==> src/rtl/synth_env_pkg.sv <==
// rtl/synth_env_pkg.sv - shared envelope state encodings, default widths and full-scale level
package synth_env_pkg;

  localparam int DEF_SAMPLE_W = 32;
  localparam int DEF_LEVEL_W  = 16;
  localparam int DEF_RATE_W   = 16;

  localparam logic [DEF_LEVEL_W-1:0] LEVEL_MAX = '1;

  typedef enum logic [2:0] {
    ST_IDLE    = 3'd0,
    ST_ATTACK  = 3'd1,
    ST_DECAY   = 3'd2,
    ST_SUSTAIN = 3'd3,
    ST_RELEASE = 3'd4
  } env_state_e;

endpackage

==> src/rtl/env_scaler.sv <==
// rtl/env_scaler.sv - registered noise x level multiply keeping the upper SAMPLE_W bits
module env_scaler #(
  parameter int SAMPLE_W = 32,
  parameter int LEVEL_W  = 16
) (
  input  logic                clk,
  input  logic                rst,
  input  logic                tick_i,
  input  logic [SAMPLE_W-1:0] noise_i,
  input  logic [LEVEL_W-1:0]  level_i,
  output logic [SAMPLE_W-1:0] sample_o,
  output logic                valid_o
);

  localparam int PW = SAMPLE_W + LEVEL_W;

  logic [SAMPLE_W-1:0] prod_hi;
  logic [LEVEL_W-1:0]  prod_lo_unused;
  logic [SAMPLE_W-1:0] sample_q;
  logic                valid_q;

  assign {prod_hi, prod_lo_unused} = PW'(noise_i) * PW'(level_i);

  // level_i is the pre-update level, so the product reflects the state before this tick
  always_ff @(posedge clk or posedge rst) begin
    if (rst) begin
      sample_q <= '0;
      valid_q  <= 1'b0;
    end else begin
      valid_q <= tick_i;
      if (tick_i) begin
        sample_q <= prod_hi;
      end
    end
  end

  assign sample_o = sample_q;
  assign valid_o  = valid_q;

endmodule

==> src/rtl/noise_envelope.sv <==
// rtl/noise_envelope.sv - ADSR envelope FSM applied to the noise sample; NOISE_ENV_EXP_RELEASE_EN selects exponential release
module noise_envelope
  import synth_env_pkg::*;
#(
  parameter int SAMPLE_W = DEF_SAMPLE_W,
  parameter int LEVEL_W  = DEF_LEVEL_W,
  parameter int RATE_W   = DEF_RATE_W
) (
  input  logic                clk,
  input  logic                rst,
  input  logic                tick,
  input  logic                gate,
  input  logic [SAMPLE_W-1:0] noise_in,
  input  logic [RATE_W-1:0]   attack_rate,
  input  logic [RATE_W-1:0]   decay_rate,
  input  logic [LEVEL_W-1:0]  sustain_level,
  input  logic [RATE_W-1:0]   release_rate,
  output logic [SAMPLE_W-1:0] sample_out,
  output logic                out_valid,
  output logic [LEVEL_W-1:0]  level_out,
  output logic [2:0]          state_out,
  output logic                busy
);

  localparam int                 LW1     = LEVEL_W + 1;
  localparam logic [LEVEL_W-1:0] LVL_MAX = '1;
  localparam logic [LW1-1:0]     MAX_W   = {1'b0, LVL_MAX};

  env_state_e         state_q, state_d;
  logic [LEVEL_W-1:0] level_q, level_d;
  logic               gate_q;
  logic               busy_q;

  logic               rise, fall;
  logic [LW1-1:0]     up_sum, dec_diff, rel_diff, rel_step;

  assign rise = gate & ~gate_q;
  assign fall = ~gate & gate_q;

`ifdef NOISE_ENV_EXP_RELEASE_EN
  logic unused_rel_hi;
  assign unused_rel_hi = ^release_rate[RATE_W-1:4];

  always_comb begin
    rel_step = {1'b0, level_q >> release_rate[3:0]};
    if (rel_step == '0) begin
      rel_step = LW1'(1);
    end
  end
`else
  assign rel_step = LW1'(release_rate);
`endif

  // one extra bit catches overflow/underflow so every step saturates instead of wrapping
  assign up_sum   = {1'b0, level_q} + LW1'(attack_rate);
  assign dec_diff = {1'b0, level_q} - LW1'(decay_rate);
  assign rel_diff = {1'b0, level_q} - rel_step;

  always_comb begin
    state_d = state_q;
    level_d = level_q;
    if (rise && (state_q == ST_IDLE || state_q == ST_RELEASE)) begin
      state_d = ST_ATTACK;
    end else if (fall && (state_q == ST_ATTACK || state_q == ST_DECAY ||
                          state_q == ST_SUSTAIN)) begin
      state_d = ST_RELEASE;
    end else begin
      case (state_q)
        ST_IDLE: level_d = '0;
        ST_ATTACK: begin
          if (up_sum >= MAX_W) begin
            level_d = LVL_MAX;
            state_d = ST_DECAY;
          end else begin
            level_d = up_sum[LEVEL_W-1:0];
          end
        end
        ST_DECAY: begin
          if (dec_diff[LEVEL_W] || (dec_diff <= {1'b0, sustain_level})) begin
            level_d = sustain_level;
            state_d = ST_SUSTAIN;
          end else begin
            level_d = dec_diff[LEVEL_W-1:0];
          end
        end
        ST_SUSTAIN: level_d = sustain_level;
        ST_RELEASE: begin
          if (rel_diff[LEVEL_W] || (rel_diff == '0)) begin
            level_d = '0;
            state_d = ST_IDLE;
          end else begin
            level_d = rel_diff[LEVEL_W-1:0];
          end
        end
        default: begin
          level_d = '0;
          state_d = ST_IDLE;
        end
      endcase
    end
  end

  always_ff @(posedge clk or posedge rst) begin
    if (rst) begin
      state_q <= ST_IDLE;
      level_q <= '0;
      gate_q  <= 1'b0;
      busy_q  <= 1'b0;
    end else if (tick) begin
      state_q <= state_d;
      level_q <= level_d;
      gate_q  <= gate;
      busy_q  <= (state_d != ST_IDLE);
    end
  end

  env_scaler #(
    .SAMPLE_W (SAMPLE_W),
    .LEVEL_W  (LEVEL_W)
  ) u_scaler (
    .clk      (clk),
    .rst      (rst),
    .tick_i   (tick),
    .noise_i  (noise_in),
    .level_i  (level_q),
    .sample_o (sample_out),
    .valid_o  (out_valid)
  );

  assign level_out = level_q;
  assign state_out = state_q;
  assign busy      = busy_q;

endmodule

==> config.mk <==
export PLATFORM = sky130hd
export DESIGN_NAME = noise_envelope
export DESIGN_NICKNAME = d
export VERILOG_FILES = /design/src/rtl/synth_env_pkg.sv /design/src/rtl/env_scaler.sv /design/src/rtl/noise_envelope.sv
export SDC_FILE = /design/constraint.sdc
export NUM_CORES = 1
export LEC_CHECK = 0
export ABC_AREA = 1
export BUFFER_PORTS_ARGS = -buffer_cell sky130_fd_sc_hd__buf_4
export CAP_MARGIN = 25
export CELL_PAD_IN_SITES_DETAIL_PLACEMENT = 1
export CELL_PAD_IN_SITES_GLOBAL_PLACEMENT = 2
export CORE_MARGIN = 2
export CORE_UTILIZATION = 39
export CTS_CLUSTER_DIAMETER = 200
export DETAILED_ROUTE_END_ITERATION = 6
export PLACE_DENSITY = 0.93
export SYNTH_ARGS = -nofsm -noshare
export SYNTH_HDL_FRONTEND = slang
export SYNTH_HIERARCHICAL = 1
export SYNTH_SLANG_ARGS = --single-unit
==> constraint.sdc <==
create_clock -name clk -period 13.1 [get_ports clk]
set_input_delay 0 -clock clk [delete_from_list [all_inputs] [get_ports clk]]
set_output_delay 0 -clock clk [all_outputs]
set_load 0.01 [all_outputs]
# --- Word level (Yosys, flattened, before mapping) ---
# Cells that the tools add are included.
word_totals:
  regBits: 54
  in_bits: 100
  out_inout_bits: 53
op_classes:
  n_addsub: 3
  mul: 1
  magnitude_cmp: 2
  n_eq_ne: 4
  mux: 10
  bitwise_logic: 6
  n_reduce_logical: 12
ops:
  columns: ["cell", "count"]
  rows:
  - ["16-bit case mux with 4 select lines", 1]
  - ["32-bit by 16-bit multiplier with 48-bit output", 1]
  - ["16-bit two-way mux", 3]
  - ["16-bit by 16-bit subtractor with 17-bit output", 2]
  - ["16-bit by 16-bit adder with 17-bit output", 1]
  - ["17-bit by 16-bit greater-or-equal comparator with 1-bit output, second input constant", 1]
  - ["17-bit by 16-bit less-or-equal comparator with 1-bit output", 1]
  - ["17-bit zero test", 1]
  - ["3-bit two-way mux", 5]
  - ["3-bit case mux with 4 select lines", 1]
  - ["3-bit by 2-bit equality test with 1-bit output, second input constant", 2]
  - ["1-bit logical OR", 5]
  - ["1-bit NOT", 4]
  - ["3-bit by 1-bit equality test with 1-bit output, second input constant", 1]
  - ["3-bit equality test, second input constant", 1]
  - ["3-bit zero test", 1]
  - ["3-bit AND reduction", 1]
  - ["3-bit nonzero test", 1]
  - ["1-bit bitwise AND", 2]
  - ["1-bit logical AND", 2]
  - ["2-bit OR reduction", 1]

# --- Depth between registers and ports, before layout ---
# Gate-level depths: netlist (run 1).
logic_depth:
  depth_word: 8
  ltp_mapped: 30
  depth_no_buf: 29

# --- Hierarchy ---
# Netlist (run 1), hierarchy kept.
modules_own_cells:
  columns: ["mod", "instances", "cells_per_inst", "area_each_um2"]
  rows:
  - ["env_scaler", 1, 2478, 18267.5]
  - ["noise_envelope", 1, 924, 5175.0]

# --- Worst setup path after synthesis (run 1) ---
# OpenSTA, ideal clock, no wires.
synth_path:
  path_type: "register to register"
  start: "register level_q[1] (netlist: level_out[1])"
  end: "register u_scaler.sample_q[6] (netlist: u_scaler/sample_o[6])"
  setup_ps: 118
  t_arrival_ps: 5447
  path_slack_ps: 7535
  stages_incl_launch_ff: 21
  period_less_slack_ps: 5565
  cell_sequence: "dfrtp_1 -> clkbuf_1 -> nand2_1 -> fa_1 -> fa_1 -> fa_1 -> fa_1 -> inv_1 -> fa_1 -> inv_1 -> fa_1 -> inv_1 -> ha_1 -> a21oi_1 -> o21ai_0 -> o21bai_1 -> nand2_1 -> nand3_1 -> or2_2 -> nand3_1 -> nand2_1"
synth_between:
  elab_chain_cells: 1
synth_rtl:
  columns: ["element", "line", "rtl"]
  rows:
  - ["start: declaration", "noise_envelope.sv:30", "logic [LEVEL_W-1:0] level_q, level_d;"]
  - ["start signal: assignment", "noise_envelope.sv:111", "level_q <= level_d;"]
  - ["32-bit by 16-bit multiplier with 48-bit output", "env_scaler.sv:22", "assign {prod_hi, prod_lo_unused} = PW'(noise_i) * PW'(level_i);"]
  - ["end signal: assignment", "env_scaler.sv:32", "sample_q <= prod_hi;"]
  - ["end: declaration", "env_scaler.sv:19", "logic [SAMPLE_W-1:0] sample_q;"]
# No other way between the ends.
# A chain may end at the register's enable or synchronous reset.

# --- Worst setup path in the final report (run 1) ---
layout_path:
  start: "register level_q[7] (netlist: level_out[7])"
  end: "register u_scaler.sample_q[26] (netlist: u_scaler/sample_o[26])"
# Same word-level chain as after synthesis.

==> results.sh, run 1 <==
export IMPL_status="finished clean"
export IMPL_startpoint_kind_of_the_worst_setup_timing_path="flop"
export IMPL_relSlewSlack_pct=30.4
export IMPL_setup_repair_after_global_routing_missed_its_margin="false"
export IMPL_clk_path_buf_depth=2
export IMPL_layout_drive_gt1_share_pct=7.40
export IMPL_initial_antenna_violation_count=1
export IMPL_die_x_um=249
export IMPL_synthesis_nets=4103
export IMPL_globalRouteTotalUtil_pct=26.7
export IMPL_postCtsSetupRepairBufs=0
export IMPL_drtAntennaViolNets=0
export IMPL_synthArstFlopShare_pct=100
export IMPL_placer_congestion=0.901
export IMPL_largest_net_degree_at_the_start_of_global_routing=38
export IMPL_tns_ns=0
export IMPL_total_count_of_max_transition_violations_in_the_final_report=0
export IMPL_min_period_over_period_pct=49.8
export IMPL_post_dp_hpwl_um=67000
export IMPL_worst_path_max_fanout=34
export IMPL_ctsRootBufferMaster="clkbuf_16"
export IMPL_layout_cells_most_common="nand2_1"
export IMPL_final_nets=4160
export IMPL_drt_vias_per_instance=5.01
export IMPL_antenna_diode_count=0
export IMPL_placement_io_buffers=152
export IMPL_maxCapViolations=0
export IMPL_finClkSkew_ns=0.0115
export IMPL_synth_sequential_area_ratio_pct=5.76
export IMPL_worstMarginPinSlew_ns=1.04
export IMPL_placementRows=89
export IMPL_cts_resized_gates=0
export IMPL_syn2layout_area_growth_pct=8.33
export IMPL_dp_cells=4223
export IMPL_worst_skew_pair_late_latency_ns=0.32
export IMPL_fill_cells=7773
export IMPL_regArea_sq_um=1360
export IMPL_flops_latches_synth=54
export IMPL_yosys_warnings=6
export IMPL_cts_hold_fix_buffers=1
export IMPL_cts_sink_count=54
export IMPL_number_of_search_and_repair_iterations_in_the_first_detailed_routing_pass=5
export IMPL_post_drt_wl_per_cell_um=19.3
export IMPL_die_height_um=249
export IMPL_achievable_frequency_ghz=0.153
export IMPL_full_die_area_sq_um=62100
export IMPL_synth_top_flop_cell="dfrtp_1"
export IMPL_worstSetupEndpointType="flop"
export IMPL_cts_tree="done"
export IMPL_vias=21225
export IMPL_whs_ns=0.0257
export IMPL_grt_pass1_wl_um=130000
export IMPL_crit_arrival_ns=6.73
export IMPL_syn_mean_instance_area_sq_um=6.89
export IMPL_criticalPathCategory="reg -> reg"
export IMPL_drt_total_wl_um=81800
export IMPL_initial_core_util_pct=39.6
export IMPL_first_global_vias=23575
export IMPL_finalSetupViolations=0
export IMPL_post_layout_nonfiller_instances=4233
export IMPL_cts_inserted_buffers=5
export IMPL_io_pins=153
export IMPL_fp_coreArea_sq_um=59200
export IMPL_htree_levels=2
export IMPL_finalCoreUtilization_pct=42.9
export IMPL_most_common_layout_cells="nand2_1 (1054), inv_1 (905), fa_1 (420)"
export IMPL_worstPathRequired_ns=13.31
export IMPL_synth_lib_cells_used_distinct=47
export IMPL_detail_route_drc_violations=0
export IMPL_netlist_instances=3402
export IMPL_synth_edf_count=0
export IMPL_timing_final_hold_violations=0
export IMPL_hold_path_class="in -> reg"
export IMPL_globalRoute_totalOverflow=0
export IMPL_fin_crit_ns=6.52
export IMPL_dr_first_iter_drc_count=1108
export IMPL_clk_pin_slew_ns=0.09
export IMPL_multi_input_comb_area_sq_um=18100
export IMPL_synth_area_sq_um=23400
## per-stage QoR
step	setup slack, ns	area (sq um)
2_1_floorplan	7.53	23400
3_3_place_gp	6.73	25200
3_5_place_dp	6.66	25200
4_1_cts	6.61	25400
5_1_grt	6.28	25400
6_report	6.58	25400
## layer usage
metal,track usage (%),up-vias,share of wire (%)
li1,-,9987,-
met1,36.8,10715,46
met2,45.4,434,48
met3,2.54,87,3.8
met4,6.01,2,2.2
met5,0,-,0.016
## worst max-delay path, cell delays in order, from the launching register on
cell and delay (ns):
dfrtp_1 0.43, buf_4 0.54, nand2_1 0.20, fa_1 0.58, inv_1 0.06, fa_1 0.48, fa_1 0.60, fa_1 0.45
fa_1 0.53, inv_1 0.06, fa_1 0.49, inv_1 0.05, ha_1 0.35, a21oi_1 0.22, o21ai_0 0.19, a21oi_1 0.43
o21ai_0 0.26, nand2_1 0.18, nand4_1 0.10, nand3_1 0.10, nand2_1 0.07
## worst paths after layout
path,from,to,slack [ns],cells after the start
setup / recovery,level_out[7]$_DFFE_PP0P_,u_scaler/sample_o[26]$_DFFE_PP0P_,6.58,20
max in group asynchronous,rst,u_scaler/sample_o[5]$_DFFE_PP0P_,12.31,4
min in group asynchronous,rst,level_out[0]$_DFFE_PP0P_,0.29,3
hold / removal,gate,gate_q$_DFFE_PP0P_,0.03,3
setup reg to reg,level_out[7]$_DFFE_PP0P_,u_scaler/sample_o[26]$_DFFE_PP0P_,6.58,20
hold reg to reg,u_scaler/sample_o[15]$_DFFE_PP0P_,u_scaler/sample_o[15]$_DFFE_PP0P_,0.51,2
## cell families (layout without fill, tap and decap cells)
kind of cell,Yosys count,count (layout),synth area share (%)
AND/OR/NAND/NOR,1466,1466,25.8
buffers and inverters,1049,1107,16.9
adder cells (fa/ha/maj),601,601,45.5
AO/OA/AOI/OAI,204,204,4.94
XOR/XNOR,28,28,1.05
flip-flops,54,54,5.76
## area by class of cell
cell class	count	share of cell area [%]
clock buffer	5	0.493
clock inverter	3	0.103
inverter	923	13.6
multi-input combinational	2299	71.4
sequential	54	5.35
tap	773	3.81
timing repair buffer	176	5.24
## state kept, by name (all words and copies together) (netlist names)
register           flops
level_out             16
state_out              3
busy                   1
u_scaler/valid_o       1
gate_q                 1
u_scaler/sample_o     32
## cell usage after synthesis (9+ instances only)
cell      instances  area, sq um
a21oi_1         100          500
nand4_1          44          275
nand2_1        1054         3960
nand3_1         133          666
nand3_2           9         90.1
nand2_2          21          131
o21a_1           10         75.1
nand3b_1         17          128
clkbuf_1        118          443
o21ai_1          11         55.1
nor3_1           14         70.1
nor2_1          152          571
xor2_1           19          166
inv_2            17         63.8
inv_1           905         3400
o21ai_0          50          250
fa_1            420         8410
ha_1            181         2260
xnor2_1           9         78.8
dfrtp_1          54         1350
Power of run 1 is left out: the tool's default activity adds up to more than one toggle a clock period on the data nets, which glitch-free logic cannot reach.
==> run 2: changes to the inputs <==
--- a/config.mk
+++ b/config.mk
@@ -11,10 +11,10 @@
 export CELL_PAD_IN_SITES_DETAIL_PLACEMENT = 1
 export CELL_PAD_IN_SITES_GLOBAL_PLACEMENT = 2
 export CORE_MARGIN = 2
-export CORE_UTILIZATION = 39
+export CORE_UTILIZATION = 33
 export CTS_CLUSTER_DIAMETER = 200
 export DETAILED_ROUTE_END_ITERATION = 6
-export PLACE_DENSITY = 0.93
+export PLACE_DENSITY = 0.84
 export SYNTH_ARGS = -nofsm -noshare
 export SYNTH_HDL_FRONTEND = slang
 export SYNTH_HIERARCHICAL = 1
==> constraint.sdc (replaced) <==
create_clock -name clk -period 5.3 [get_ports clk]
set_input_delay 0 -clock clk [delete_from_list [all_inputs] [get_ports clk]]
set_output_delay 0 -clock clk [all_outputs]
set_load 0.01 [all_outputs]
==> run 2 against run 1 <==
The flow now finishes with violations (negative setup slack). Via count up 7.3%. Clock-buffer cell count unchanged. Clock skew down 0.0053 ns. Sequential cell count unchanged. Worst setup slack worse by 7.1 ns. Non-clock buffer count up 313. Register-to-register slack worse by 7.1 ns. Sequential share of layout area down 0.88 points. Global-route usage down 2.7 points.
==> results.sh, run 2 (same netlist as run 1, synthesis figures left out) <==
export IMPL_status="complete, but fails checks"
export IMPL_violations="negative setup slack"
export IMPL_startpoint_kind_of_the_worst_setup_timing_path="flop"
export IMPL_worstSetupEndpointType="flop"
export IMPL_relSlewSlack_pct=38.9
export IMPL_whs_ns=0.0695
export IMPL_timing_final_hold_violations=0
export IMPL_smallest_setup_slack_after_layout_ns=-0.481
export IMPL_achievable_frequency_ghz=0.173
export IMPL_post_layout_nonfiller_instances=4713
export IMPL_syn2layout_area_growth_pct=31.1
export IMPL_die_height_um=271
export IMPL_clk_pin_slew_ns=0.08
export IMPL_worstMarginPinSlew_ns=0.916
export IMPL_crit_arrival_ns=5.99
export IMPL_largest_net_degree_at_the_start_of_global_routing=36
export IMPL_worst_path_max_fanout=10
export IMPL_maxCapViolations=0
export IMPL_worst_hold_path_num_cells=1
export IMPL_antenna_diode_count=0
export IMPL_drtAntennaViolNets=0
export IMPL_most_common_layout_cells="nand2_1 (974), inv_1 (829), buf_4 (398)"
export IMPL_first_global_vias=24750
export IMPL_worstPathRequired_ns=5.51
export IMPL_cts_inserted_buffers=5
export IMPL_full_die_area_sq_um=73200
export IMPL_criticalPathCategory="reg -> reg"
export IMPL_dp_cells=4639
export IMPL_number_of_search_and_repair_iterations_in_the_first_detailed_routing_pass=5
export IMPL_drt_vias_per_instance=4.83
export IMPL_hold_path_class="in -> reg"
export IMPL_fin_crit_ns=5.78
export IMPL_finClkSkew_ns=0.00620
export IMPL_finalSetupViolations=32
export IMPL_cts_tree="done"
export IMPL_placer_congestion=0.899
export IMPL_globalRouteTotalUtil_pct=23.9
export IMPL_initial_antenna_violation_count=2
export IMPL_placementRows=97
export IMPL_globalRoute_totalOverflow=0
export IMPL_detail_route_drc_violations=0
export IMPL_worst_skew_pair_late_latency_ns=0.32
export IMPL_final_nets=4473
export IMPL_post_dp_hpwl_um=72000
export IMPL_setup_repair_after_global_routing_missed_its_margin="true"
export IMPL_min_period_over_period_pct=109
export IMPL_r2r_slack_ns=-0.48
export IMPL_initial_core_util_pct=33.4
export IMPL_drt_total_wl_um=92700
export IMPL_layout_drive_gt1_share_pct=25.8
export IMPL_total_count_of_max_transition_violations_in_the_final_report=0
export IMPL_die_x_um=271
export IMPL_ctsRootBufferMaster="clkbuf_16"
export IMPL_fp_coreArea_sq_um=70100
export IMPL_clk_path_buf_depth=2
export IMPL_layout_cells_most_common="nand2_1"
export IMPL_post_drt_wl_per_cell_um=19.7
export IMPL_htree_levels=2
export IMPL_cts_sink_count=54
export IMPL_grt_pass1_wl_um=138000
export IMPL_placement_io_buffers=152
export IMPL_vias=22784
export IMPL_pre_cts_slack_ns=-0.730
export IMPL_fill_cells=8802
export IMPL_io_pins=153
export IMPL_dr_first_iter_drc_count=1253
export IMPL_r2r_worst_path_depth=24
export IMPL_largest_reg_flops=32
==> run 2: cell types whose count changed in the layout (fill, tap and decap cells not counted), sizes merged <==
cell / previous run / this run
buf: 175 / 482
clkbuf: 5 / 10
bufinv: 0 / 1
dlygate4sd3: 1 / 2
inv: 924 / 923
==> run 2: worst paths after layout <==
| check | from | to |
|---|---|---|
| worst min-delay path | tick | u_scaler/valid_o$_DFF_PP0_ |
| worst max-delay path | level_out[10]$_DFFE_PP0P_ | u_scaler/sample_o[30]$_DFFE_PP0P_ |
| max in group asynchronous | rst | level_out[10]$_DFFE_PP0P_ |
| min in group asynchronous | rst | u_scaler/valid_o$_DFF_PP0_ |
| worst max register to register | level_out[10]$_DFFE_PP0P_ | u_scaler/sample_o[30]$_DFFE_PP0P_ |
| worst min register to register | u_scaler/sample_o[25]$_DFFE_PP0P_ | u_scaler/sample_o[25]$_DFFE_PP0P_ |
==> run 2: per-layer routing <==
metal | vias up | global-route usage [%] | wire (um)
met4 | 2 | 4.83 | 2170
met2 | 470 | 39.9 | 44500
met3 | 92 | 2.11 | 3800
met5 | - | 0 | 7
met1 | 11598 | 33.9 | 42200
li1 | 10622 | - | -
==> run 2: timing repair <==
| item | CTS | global route |
|---|---|---|
| buffers inserted | 24 | 31 |
| hold endpoints to repair | 55 | 0 |
| pin swaps | 104 | 160 |
| hold buffers | 2 | 0 |
| endpoints found under the setup margin | 32 | 32 |
| gates cloned | 3 | 6 |
| resized for setup | 289 | 326 |
==> run 2: cell type report <==
| class | count | area [sq um] | area share (%) |
|---|---|---|---|
| multi-input combinational | 2299 | 20100 | 65.4 |
| timing repair buffer | 489 | 4430 | 14.4 |
| inverter | 923 | 3470 | 11.3 |
| sequential | 54 | 1380 | 4.47 |
| tap | 940 | 1180 | 3.83 |
| clock buffer | 5 | 125 | 0.407 |
| clock inverter | 3 | 43.8 | 0.142 |
==> run 2: through the flow <==
stage | utilization [%] | instance area [sq um] | TNS, ns
finish | 43.8 | 30700 | -11.34
global route | 43.8 | 30700 | -17.14
CTS | 41.6 | 29200 | -10.74
detailed placement | 39.4 | 27600 | -18.86
global placement | 39.4 | 27600 | -17.40
floorplan | - | 23500 | -0.0307
==> run 2: worst max-delay path, stage by stage, from the launching register on <==
cell,delay (ns)
dfrtp_4,0.58
buf_6,0.16
buf_12,0.13
nand2_1,0.06
inv_1,0.06
fa_1,0.54
inv_1,0.06
fa_1,0.52
inv_1,0.05
fa_2,0.53
fa_2,0.45
fa_1,0.50
inv_1,0.05
fa_1,0.49
inv_1,0.07
ha_4,0.31
nand2_2,0.13
nor2_1,0.20
nand2_1,0.14
nor3_2,0.21
nand2_1,0.13
nand3_1,0.10
nand2_1,0.06
nand3_1,0.07
nand2_1,0.07
Power of run 2 is left out for the same reason.
